$ cat config.mk
export PLATFORM = sky130hd
export DESIGN_NAME = ifid_fetch_flat
export DESIGN_NICKNAME = d
export VERILOG_FILES = /design/src/rtl/pipeline_pkg.sv /design/src/rtl/ifid_fetch_if.sv /design/src/rtl/ifid_skid.sv /design/src/rtl/ifid_fetch.sv /design/src/flat_wrapper.sv
export SDC_FILE = /design/constraint.sdc
export NUM_CORES = 1
export LEC_CHECK = 0
export BUFFER_PORTS_ARGS = -buffer_cell sky130_fd_sc_hd__buf_2
export CELL_PAD_IN_SITES_DETAIL_PLACEMENT = 0
export CELL_PAD_IN_SITES_GLOBAL_PLACEMENT = 2
export CORE_MARGIN = 2
export CORE_UTILIZATION = 36
export CTS_CLUSTER_DIAMETER = 30
export DETAILED_ROUTE_END_ITERATION = 10
export PLACE_DENSITY_LB_ADDON = 0.1
export SLEW_MARGIN = 0
export SYNTH_ARGS = -nofsm -noshare
export SYNTH_HDL_FRONTEND = slang
export SYNTH_SLANG_ARGS = --single-unit
$ cat constraint.sdc
create_clock -name CLK -period 2.4 [get_ports CLK]
set_input_delay 0.24 -clock CLK [delete_from_list [all_inputs] [get_ports CLK]]
set_output_delay 0.24 -clock CLK [all_outputs]
set_load 0.02 [all_outputs]
$ cat src/rtl/pipeline_pkg.sv
// Shared types for the fetch stage: fetch FSM states, the bubble instruction and the IF/ID bundle.
// Latency: n/a (types and constants only).
// Backpressure: n/a.
package pipeline_pkg;

    typedef enum logic [1:0] {
        IDLE  = 2'd0,
        FETCH = 2'd1,
        HOLD  = 2'd2,
        DROP  = 2'd3
    } fetch_state_t;

    // addi x0,x0,0
    localparam logic [31:0] NOP_INST = 32'h0000_0013;

    typedef struct packed {
        logic [31:0] pc;
        logic [31:0] inst;
        logic        valid;
    } ifid_t;

    function automatic logic [31:0] word_align(input logic [31:0] addr);
        return {addr[31:2], 2'b00};
    endfunction

endpackage

$ cat src/rtl/ifid_fetch_if.sv
// Bundles the instruction-memory handshake, decode control and IF/ID outputs of the fetch stage.
// Latency: n/a (wires only).
// Backpressure: imem side is req/ack; decode side is Stall.
// master = fetch stage, slave = surrounding pipeline/memory (or a testbench).
interface ifid_fetch_if;
    logic        imem_req;
    logic [31:0] imem_addr;
    logic        imem_ack;
    logic [31:0] imem_rdata;
    logic        Stall;
    logic        BranchTaken;
    logic [31:0] BranchTarget;
    logic [31:0] InPC;
    logic [31:0] Inst;
    logic        InstValid;

    modport master (
        output imem_req, imem_addr, InPC, Inst, InstValid,
        input  imem_ack, imem_rdata, Stall, BranchTaken, BranchTarget
    );

    modport slave (
        input  imem_req, imem_addr, InPC, Inst, InstValid,
        output imem_ack, imem_rdata, Stall, BranchTaken, BranchTarget
    );
endinterface

$ cat src/rtl/ifid_skid.sv
// One-entry skid buffer holding a fetched word that decode could not take.
// Latency: one cycle from load to visible entry.
// Backpressure: none; caller loads only while empty and drains when decode is free.
// Ports: CLK/RSTN, load/drain/clear strobes, load_dat in, entry_dat out (valid=0 when empty).
module ifid_skid
    import pipeline_pkg::*;
(
    input  logic  CLK,
    input  logic  RSTN,
    input  logic  load,
    input  logic  drain,
    input  logic  clear,
    input  ifid_t load_dat,
    output ifid_t entry_dat
);

    ifid_t entry_q;

    // clear wins over load so a redirect in the same cycle as a stalled ack
    // never leaves a wrong-path word behind
    always_ff @(posedge CLK or negedge RSTN) begin
        if (!RSTN) begin
            entry_q <= '0;
        end else if (clear || drain) begin
            entry_q <= '0;
        end else if (load) begin
            entry_q <= load_dat;
        end
    end

    assign entry_dat = entry_q;

endmodule

$ cat src/rtl/ifid_fetch.sv
// Instruction fetch stage with PC, imem req/ack handshake and the IF/ID pipeline register.
// Latency: fetched word appears in IF/ID the cycle after its ack; one instruction per cycle at zero wait.
// Backpressure: Stall freezes IF/ID; a word acked under Stall parks in the skid buffer and fetch pauses.
// Ports: CLK, RSTN, bus (master modport: imem_req/addr/ack/rdata, Stall, BranchTaken/Target, InPC/Inst/InstValid).
module ifid_fetch #(
    parameter logic [31:0] RESET_PC = 32'h0000_0000,
    parameter logic [31:0] NOP_INST = pipeline_pkg::NOP_INST
) (
    input  logic          CLK,
    input  logic          RSTN,
    ifid_fetch_if.master  bus
);
    import pipeline_pkg::*;

    fetch_state_t state_q;
    fetch_state_t state_nxt;
    logic [31:0]  pc_q;
    logic [31:0]  drop_addr_q;
    ifid_t        ifid_q;
    ifid_t        skid_dat;
    ifid_t        fetched_dat;
    logic         ack_vld;
    logic         skid_load;
    logic         skid_drain;
    logic [31:0]  target_addr;

    // ack only means something while a request is outstanding
    assign ack_vld     = bus.imem_ack && bus.imem_req;
    assign target_addr = word_align(bus.BranchTarget);
    assign fetched_dat = '{pc: pc_q, inst: bus.imem_rdata, valid: 1'b1};
    assign skid_load   = (state_q == FETCH) && ack_vld && bus.Stall && !bus.BranchTaken;
    assign skid_drain  = (state_q == HOLD) && !bus.Stall && !bus.BranchTaken;

    ifid_skid u_skid (
        .CLK       (CLK),
        .RSTN      (RSTN),
        .load      (skid_load),
        .drain     (skid_drain),
        .clear     (bus.BranchTaken),
        .load_dat  (fetched_dat),
        .entry_dat (skid_dat)
    );

    // ---- FSM: state register ----
    always_ff @(posedge CLK or negedge RSTN) begin
        if (!RSTN) begin
            state_q <= IDLE;
        end else begin
            state_q <= state_nxt;
        end
    end

    // ---- FSM: next state ----
    always_comb begin
        state_nxt = state_q;
        case (state_q)
            IDLE:  state_nxt = FETCH;
            FETCH: begin
                if (bus.BranchTaken) begin
                    // an unanswered request must still be completed, so park in DROP
                    state_nxt = ack_vld ? FETCH : DROP;
                end else if (ack_vld && bus.Stall) begin
                    state_nxt = HOLD;
                end
            end
            HOLD:  if (bus.BranchTaken || !bus.Stall) state_nxt = FETCH;
            // a further redirect here only moves the PC; the old request still owns the bus
            DROP:  if (ack_vld) state_nxt = FETCH;
            default: state_nxt = IDLE;
        endcase
    end

    // ---- FSM: outputs ----
    always_comb begin
        bus.imem_req  = 1'b0;
        bus.imem_addr = pc_q;
        case (state_q)
            FETCH: bus.imem_req = 1'b1;
            DROP: begin
                bus.imem_req  = 1'b1;
                bus.imem_addr = drop_addr_q;
            end
            default: ;
        endcase
    end

    // ---- PC and abandoned-request address ----
    always_ff @(posedge CLK or negedge RSTN) begin
        if (!RSTN) begin
            pc_q        <= word_align(RESET_PC);
            drop_addr_q <= '0;
        end else begin
            if (bus.BranchTaken) begin
                pc_q <= target_addr;
            end else if ((state_q == FETCH) && ack_vld) begin
                pc_q <= pc_q + 32'd4;
            end
            if ((state_q == FETCH) && bus.BranchTaken && !ack_vld) begin
                drop_addr_q <= pc_q;
            end
        end
    end

    // ---- IF/ID register ----
    always_ff @(posedge CLK or negedge RSTN) begin
        if (!RSTN) begin
            ifid_q <= '{pc: 32'd0, inst: NOP_INST, valid: 1'b0};
        end else if (bus.BranchTaken) begin
            ifid_q.inst  <= NOP_INST;
            ifid_q.valid <= 1'b0;
        end else if (!bus.Stall) begin
            if (state_q == HOLD) begin
                ifid_q <= skid_dat;
            end else if ((state_q == FETCH) && ack_vld) begin
                ifid_q <= fetched_dat;
            end else begin
                // bubble; InPC keeps the last real PC
                ifid_q.inst  <= NOP_INST;
                ifid_q.valid <= 1'b0;
            end
        end
    end

    assign bus.InPC      = ifid_q.pc;
    assign bus.Inst      = ifid_q.inst;
    assign bus.InstValid = ifid_q.valid;

endmodule

$ cat src/flat_wrapper.sv
// flat-port wrapper written by rule: the top's interface ports become plain ports
module ifid_fetch_flat import pipeline_pkg::*;
#(
    parameter logic [31:0] RESET_PC = 32'h0000_0000,
    parameter logic [31:0] NOP_INST = pipeline_pkg::NOP_INST
)
  (CLK, RSTN, bus_imem_req, bus_imem_addr, bus_InPC, bus_Inst, bus_InstValid, bus_imem_ack, bus_imem_rdata, bus_Stall, bus_BranchTaken, bus_BranchTarget);
  ifid_fetch_if bus_i ();
  input  logic CLK;
  input  logic RSTN;
  output wire logic [$bits(bus_i.imem_req)-1:0] bus_imem_req;
  output wire logic [$bits(bus_i.imem_addr)-1:0] bus_imem_addr;
  output wire logic [$bits(bus_i.InPC)-1:0] bus_InPC;
  output wire logic [$bits(bus_i.Inst)-1:0] bus_Inst;
  output wire logic [$bits(bus_i.InstValid)-1:0] bus_InstValid;
  input wire logic [$bits(bus_i.imem_ack)-1:0] bus_imem_ack;
  input wire logic [$bits(bus_i.imem_rdata)-1:0] bus_imem_rdata;
  input wire logic [$bits(bus_i.Stall)-1:0] bus_Stall;
  input wire logic [$bits(bus_i.BranchTaken)-1:0] bus_BranchTaken;
  input wire logic [$bits(bus_i.BranchTarget)-1:0] bus_BranchTarget;
  assign bus_imem_req = bus_i.imem_req;
  assign bus_imem_addr = bus_i.imem_addr;
  assign bus_InPC = bus_i.InPC;
  assign bus_Inst = bus_i.Inst;
  assign bus_InstValid = bus_i.InstValid;
  assign bus_i.imem_ack = bus_imem_ack;
  assign bus_i.imem_rdata = bus_imem_rdata;
  assign bus_i.Stall = bus_Stall;
  assign bus_i.BranchTaken = bus_BranchTaken;
  assign bus_i.BranchTarget = bus_BranchTarget;
  ifid_fetch #(.RESET_PC(RESET_PC), .NOP_INST(NOP_INST)) u_core (.CLK(CLK), .RSTN(RSTN), .bus(bus_i));
endmodule
==> impl_metrics.yaml, run 1 <==
sta:
  rsz0062_at_grt: "false"
  max_clock_freq_mhz: 456
  min_period_over_period_pct: 91.3
  slew_violations: 0
  fin_tns_setup_ns: 0
  setup_viol: 0
  tightest_slew_ns: 0.649
  period_needed_ns: 2.19
  hold_violations: 0
  slew_headroom_pct: 56.7
  finClkSkew_ns: 0.0146
die:
  start_util_pct: 36.5
  fp.dieArea_sq_um: 24900
  ios: 167
  die_width_um: 158
  coreArea_sq_um: 23300
  std_cell_rows: 56
  dieHeight_um: 158
job:
  cap_violations: 0
worst_setup_path:
  critPathCaptureType: "output pin"
  path_max_fanout: 19
  arrival_ns: 1.95
  crit_type: "flop to output pin"
  start_kind: "flop"
  cp.required_ns: 2.16
clocking:
  clock_path_buffers: 2
  cts_inserted_buffers: 17
  clk_pin_slew_ns: 0.07
  clock_sinks: 188
  clkLatencyLatePin_ns: 0.43
  root_buffer: "clkbuf_16"
  h-tree-depth: 4
  cts_tree: "built"
  post_cts_buffers: 0
routing:
  routed_wl_um: 23600
  routed.top_layer: "met4"
  wl_met3_um: 1140
  ant_nets: 0
  first_iter_violations: 335
  vias: 6566
  routedWlPerCell_um: 19.3
  remaining_drc_errors: 0
  wl_met1_um: 10500
  vias_per_cell: 5.36
  routed-wl-met2_um: 11700
  first_pass_iters: 5
logic_synthesis:
  synthCells: 754
  yosysSeqAreaShare_pct: 55.3
  synth.most_common_cell: "dfrtp_1"
  ys_top_cells_by_count: "dfrtp_1, a22o_1, mux2_2, clkbuf_1, nand2_1"
  ys_async_sr_fraction_pct: 100
  ys_ff_latch: 188
  yosysTopAreaCell: "dfrtp_1"
  synth_warnings: 0
  synth_top_area_share_pct: 54.4
  synth.distinct_cells: 48
  synth_edf_count: 0
  synth_ff_type: "dfrtp_1"
  synthesis.area_sq_um: 8510
  synthTopCellsByArea: "dfrtp_1, mux2_2, a22o_1, mux2i_1, a221oi_1"
  post_synth.cell_area_avg_sq_um: 11.3
placed_design:
  dp.cells: 1190
  place_area_sq_um: 9720
  gp_congestion: 0.753
  io_buffers: 160
  dp_hpwl_um: 15400
finish:
  stdcell_count: 1225
  seq_area_sq_um: 4710
  finalInstanceArea_sq_um: 10300
  drive_above_1_share_pct: 33.2
  area_growth_pct: 20.8
  multi_input_area_sq_um: 3490
  fillerInstances: 2269
  nets: 961
global_route:
  grt.total_usage_pct: 19.6
  antenna_found_initial: 3
  grt_max_degree: 72
  grt.overflow.total: 0
  grt_pass1_vias: 6811
  grt_pass1_wl_um: 37600
outcome:
  status: "finished clean"
power_and_ir_drop:
  total_power_w: 0.00829
  ir_drop_uv: 417
  powerDensity_nw_per_um2: 806
  leakagePower_nw: 4.63
min_path:
  hold_path.class: "input pin to flop"
## stage by stage
step | util (%) | hold slack (ns) | setup slack [ns]
floorplan | - | -0.0556 | 0.390
global placement | 41.7 | 0.265 | 0.280
detailed placement | 41.7 | 0.275 | 0.235
CTS | 44.0 | 0.00679 | 0.170
global route | 44.1 | 0.0141 | 0.0768
finish | 44.1 | 0.0260 | 0.208
## power by group
part	switching (W)	internal, W
clock	0.00132	0.00136
combinational	0.00105	0.000718
sequential	0.000264	0.00358
## cells by family after synthesis
kind of cell | after synthesis | synth area share, %
adder cells (fa/ha/maj) | 1 | 0.147
flip-flops | 188 | 55.3
other | 1 | 0.0441
multiplexers | 87 | 11.1
AND/OR/NAND/NOR | 195 | 12.1
XOR/XNOR | 10 | 1.03
AO/OA/AOI/OAI | 186 | 16.0
buffers and inverters | 86 | 4.22
## worst paths after layout
| path | startpoint | to | slack [ns] | depth (start not counted) |
|---|---|---|---|---|
| worst max-delay path | u_core.state_q[0] | bus_imem_addr[10] | 0.21 | 5 |
| worst min-delay path | bus_BranchTarget[2] | u_core.pc_q[2] | 0.03 | 3 |
| worst max register to register | u_core.pc_q[8] | u_core.pc_q[28] | 0.21 | 4 |
| worst min register to register | u_core.bus.InPC[13] | u_core.bus.InPC[13] | 0.48 | 2 |
| max in group asynchronous | RSTN | u_core.bus.Inst[1] | 1.23 | 3 |
| min in group asynchronous | RSTN | u_core.drop_addr_q[24] | 0.35 | 2 |
## final cells by class
type	instances	area share, %
flip-flops and latches	188	45.8
multi-input cells	483	34.0
repair buffers	194	10.7
clock buffers	20	4.25
well taps	319	3.88
clock inverters	12	1.06
inverters	7	0.256
diodes	2	0.0487
## routing by layer
layer	vias to the layer above	global-route usage (%)
li1	3045	-
met1	3361	25.5
met2	147	33.1
met3	13	4.11
met4	0	5.32
met5	-	0
## worst max-delay path: stages (launching register included)
cell	delay, ns
dfrtp_1	0.40
buf_4	0.17
nand2_1	0.09
buf_4	0.30
mux2_2	0.40
buf_2	0.16
## flip-flops by register name, indices dropped and copies added, names as in the netlist
name                     cells
u_core.u_skid.entry_dat     63
u_core.bus.InstValid         1
u_core.pc_q                 30
u_core.bus.Inst             32
u_core.drop_addr_q          30
u_core.state_q               2
u_core.bus.InPC             30
## layout by cell type, fill, tap and decap left out, drive strengths merged, types with 2 or more instances in the layout
master,Yosys,layout
a21oi,7,7
a221oi,29,29
a22o,62,62
a31oi,16,16
and3,2,2
and4,2,2
buf,19,192
clkbuf,60,21
clkinv,0,3
clkinvlp,0,4
conb,1,4
dfrtp,185,185
dfstp,3,3
diode,0,2
inv,7,12
mux2,61,61
mux2i,26,26
nand2,55,55
nand2b,2,2
nand3,11,11
nand4,6,6
nor2,22,22
nor2b,32,32
nor3,31,31
nor4,3,3
o211ai,7,7
o21ai,45,45
o22ai,3,3
o31a,2,2
o31ai,14,14
or3,4,4
or4,19,19
xnor2,6,6
xor2,4,4
## what timing repair did
| item | in CTS | in global routing |
|---|---|---|
| gates resized for setup | 0 | 0 |
| hold endpoints to repair | 58 | 0 |
| hold buffers | 1 | 0 |
No activity file was read; power rests on OpenSTA's default activity.
==> run 2: changes to the inputs <==
Settings changed: CORE_MARGIN 2 to 1, SYNTH_HIERARCHICAL set to 1.
==> impl_metrics.yaml, run 2 <==
logic_synthesis:
  synth_top_area_share_pct: 52.6
  synthesis.area_sq_um: 8990
  ys_top_cells_by_count: "dfrtp_1, nor2_1, mux2i_1, mux2_2, clkbuf_1"
  synthXorXnorAreaFrac_pct: 1.17
  synth.distinct_cells: 52
  synth_compound_area_share_pct: 8.99
  synth_top_family_by_area: "multiplexers"
  ys_ff_latch: 192
  synth_edf_count: 0
  synth_ff_type: "dfrtp_1"
  muxShareOfSynthArea_pct: 18.1
  ys_async_sr_fraction_pct: 100
  synthSimpleGateAreaFrac_pct: 12.5
  synthAdderAreaFrac_pct: 0.139
  synthTopCellsByArea: "dfrtp_1, mux2i_1, mux2_2, nor2_1, a222oi_1"
  synth_warnings: 6
  post_synth.cell_area_avg_sq_um: 11.0
  synthCells: 820
  yosysSeqAreaShare_pct: 53.5
  synth.most_common_cell: "dfrtp_1"
  yosysTopAreaCell: "dfrtp_1"
sta:
  slew_violations: 0
  hold_violations: 0
  setup_viol: 0
  max_clock_freq_mhz: 458
  slew_headroom_pct: 58.8
  tightest_slew_ns: 0.618
  period_needed_ns: 2.18
  fin_tns_setup_ns: 0
  fin_ws_ns: 0.218
  finClkSkew_ns: 0.0154
  min_period_over_period_pct: 90.9
  rsz0062_at_grt: "false"
worst_setup_path:
  worst-path-buf-inv: 3
  cp.required_ns: 2.16
  cp_top_family: "buffers and inverters"
  timing.critical_path.mode_cell: "buf_4"
  crit_chain: "buf_4, nand2_1, buf_4, mux2_2, buf_2"
  path_max_fanout: 19
  rr_worst_depth: 5
  rrSetupSlack_ns: 0.31
  worstReg2RegStart: "u_core/pc_q[2]"
  crit_type: "flop to output pin"
  cp_slowest_stage_delay_ns: 0.40
  start_kind: "flop"
  critPathCaptureType: "output pin"
  arrival_ns: 1.94
  critical-path-slowest-cell: "dfrtp_1"
  r2r_end: "u_core/pc_q[22]"
clocking:
  clk_pin_slew_ns: 0.08
  clock_path_buffers: 2
  cts_tree: "built"
  h-tree-depth: 4
  clkLatencyLatePin_ns: 0.44
  root_buffer: "clkbuf_16"
  post_cts_buffers: 0
  cts_inserted_buffers: 17
  clock_sinks: 192
power_and_ir_drop:
  leakagePower_nw: 5.00
  total_power_w: 0.00872
  ir_drop_uv: 417
  powerDensity_nw_per_um2: 797
min_path:
  hold_end: "u_core/bus.Inst[24]"
  hold_path.class: "input pin to flop"
  hold_depth: 3
  hold_start: "bus_imem_rdata[24]"
outcome:
  status: "finished clean"
finish:
  nets: 1052
  postLayoutCoreUtil_pct: 44.9
  mostFrequentLayoutCells: "dfrtp_1, buf_2, nor2_1"
  stdcell_count: 1322
  layout_commonest_cell: "dfrtp_1"
  drive_above_1_share_pct: 31.9
  largest_reg_flops: 65
  area_growth_pct: 21.7
routing:
  remaining_drc_errors: 0
  vias_per_cell: 5.18
  ant_nets: 0
  routedWlPerCell_um: 18.4
  first_pass_iters: 9
  routed_wl_um: 24300
  vias: 6844
  first_iter_violations: 442
placed_design:
  dp_hpwl_um: 16300
  dp.cells: 1286
  io_buffers: 162
  gp_congestion: 0.812
  pre_cts_ws_ns: 0.325
die:
  fp.dieArea_sq_um: 25600
  std_cell_rows: 57
  coreArea_sq_um: 24400
  start_util_pct: 36.9
  ios: 167
  die_width_um: 160
  dieHeight_um: 160
global_route:
  grt.overflow.total: 0
  grt_pass1_wl_um: 39400
  grt_max_degree: 68
  antenna_found_initial: 3
  grt_pass1_vias: 7248
  grt.total_usage_pct: 19.6
job:
  cap_violations: 0
==> run 2: cell families (layout without fill, tap and decap cells) <==
logic type | after synthesis | after routing
other cells | 2 | 8
compound gates | 117 | 117
flops | 192 | 192
xor+xnor | 12 | 12
fa+ha+maj | 1 | 1
buf+inv | 104 | 276
simple gates | 237 | 237
mux | 155 | 155
==> run 2: worst reg2reg max path: cells and delay by family, from the launching register on <==
| kind | cells | cell delay (ns) |
|---|---|---|
| AO/OA/AOI/OAI | 1 | 0.16 |
| adder cells (fa/ha/maj) | 1 | 0.19 |
| flip-flops | 1 | 0.36 |
| AND/OR/NAND/NOR | 3 | 1.30 |
==> run 2: metal layers <==
layer / vias to the layer above / global-route usage, % / wire length [um]
met4: 2 / 5.71 / 308
met5: - / 0 / 8
met2: 170 / 33.8 / 11800
met1: 3409 / 24.1 / 10700
li1: 3247 / - / -
met3: 16 / 5.12 / 1420
==> run 2: final cells by class <==
cell class,instances,area [sq um]
diodes,3,7.51
clock buffers,18,439
clock inverters,14,149
fillers,2393,13400
inverters,34,128
multi-input cells,527,3740
flip-flops and latches,192,4810
well taps,324,405
repair buffers,210,1270
==> run 2: worst max path at each step <==
stage	start	end	slack (ns)	cells after the start
after floorplan	u_core/state_q[1]	u_core/u_skid/entry_dat[32]	0.28	8
after global placement	u_core/pc_q[2]	u_core/pc_q[24]	0.35	5
after detailed placement	u_core/pc_q[2]	u_core/pc_q[20]	0.32	5
after CTS	u_core/state_q[1]	bus_imem_addr[9]	0.20	5
after global routing	u_core/state_q[1]	bus_imem_addr[12]	0.13	5
final	u_core/state_q[1]	bus_imem_addr[15]	0.22	5
==> run 2: metrics by stage <==
stage	hold WS, ns	area, sq um
floorplan	-0.0556	9010
global placement	0.302	10300
detailed placement	0.313	10300
CTS	0.00181	10900
global route	0.00677	10900
finish	0.0175	10900
==> run 2: what timing repair did <==
| action | 4_1_cts | 5_1_grt |
|---|---|---|
| gates resized for setup | 0 | 0 |
| hold buffers | 1 | 0 |
| endpoints found under the hold margin | 63 | 0 |
==> run 2: power breakdown <==
part	switching (W)	internal [W]	leakage, nW
clock network	0.00141	0.00142	0.283
logic	0.00116	0.000812	2.29
registers	0.000253	0.00366	2.43
total	0.00283	0.00589	5.00
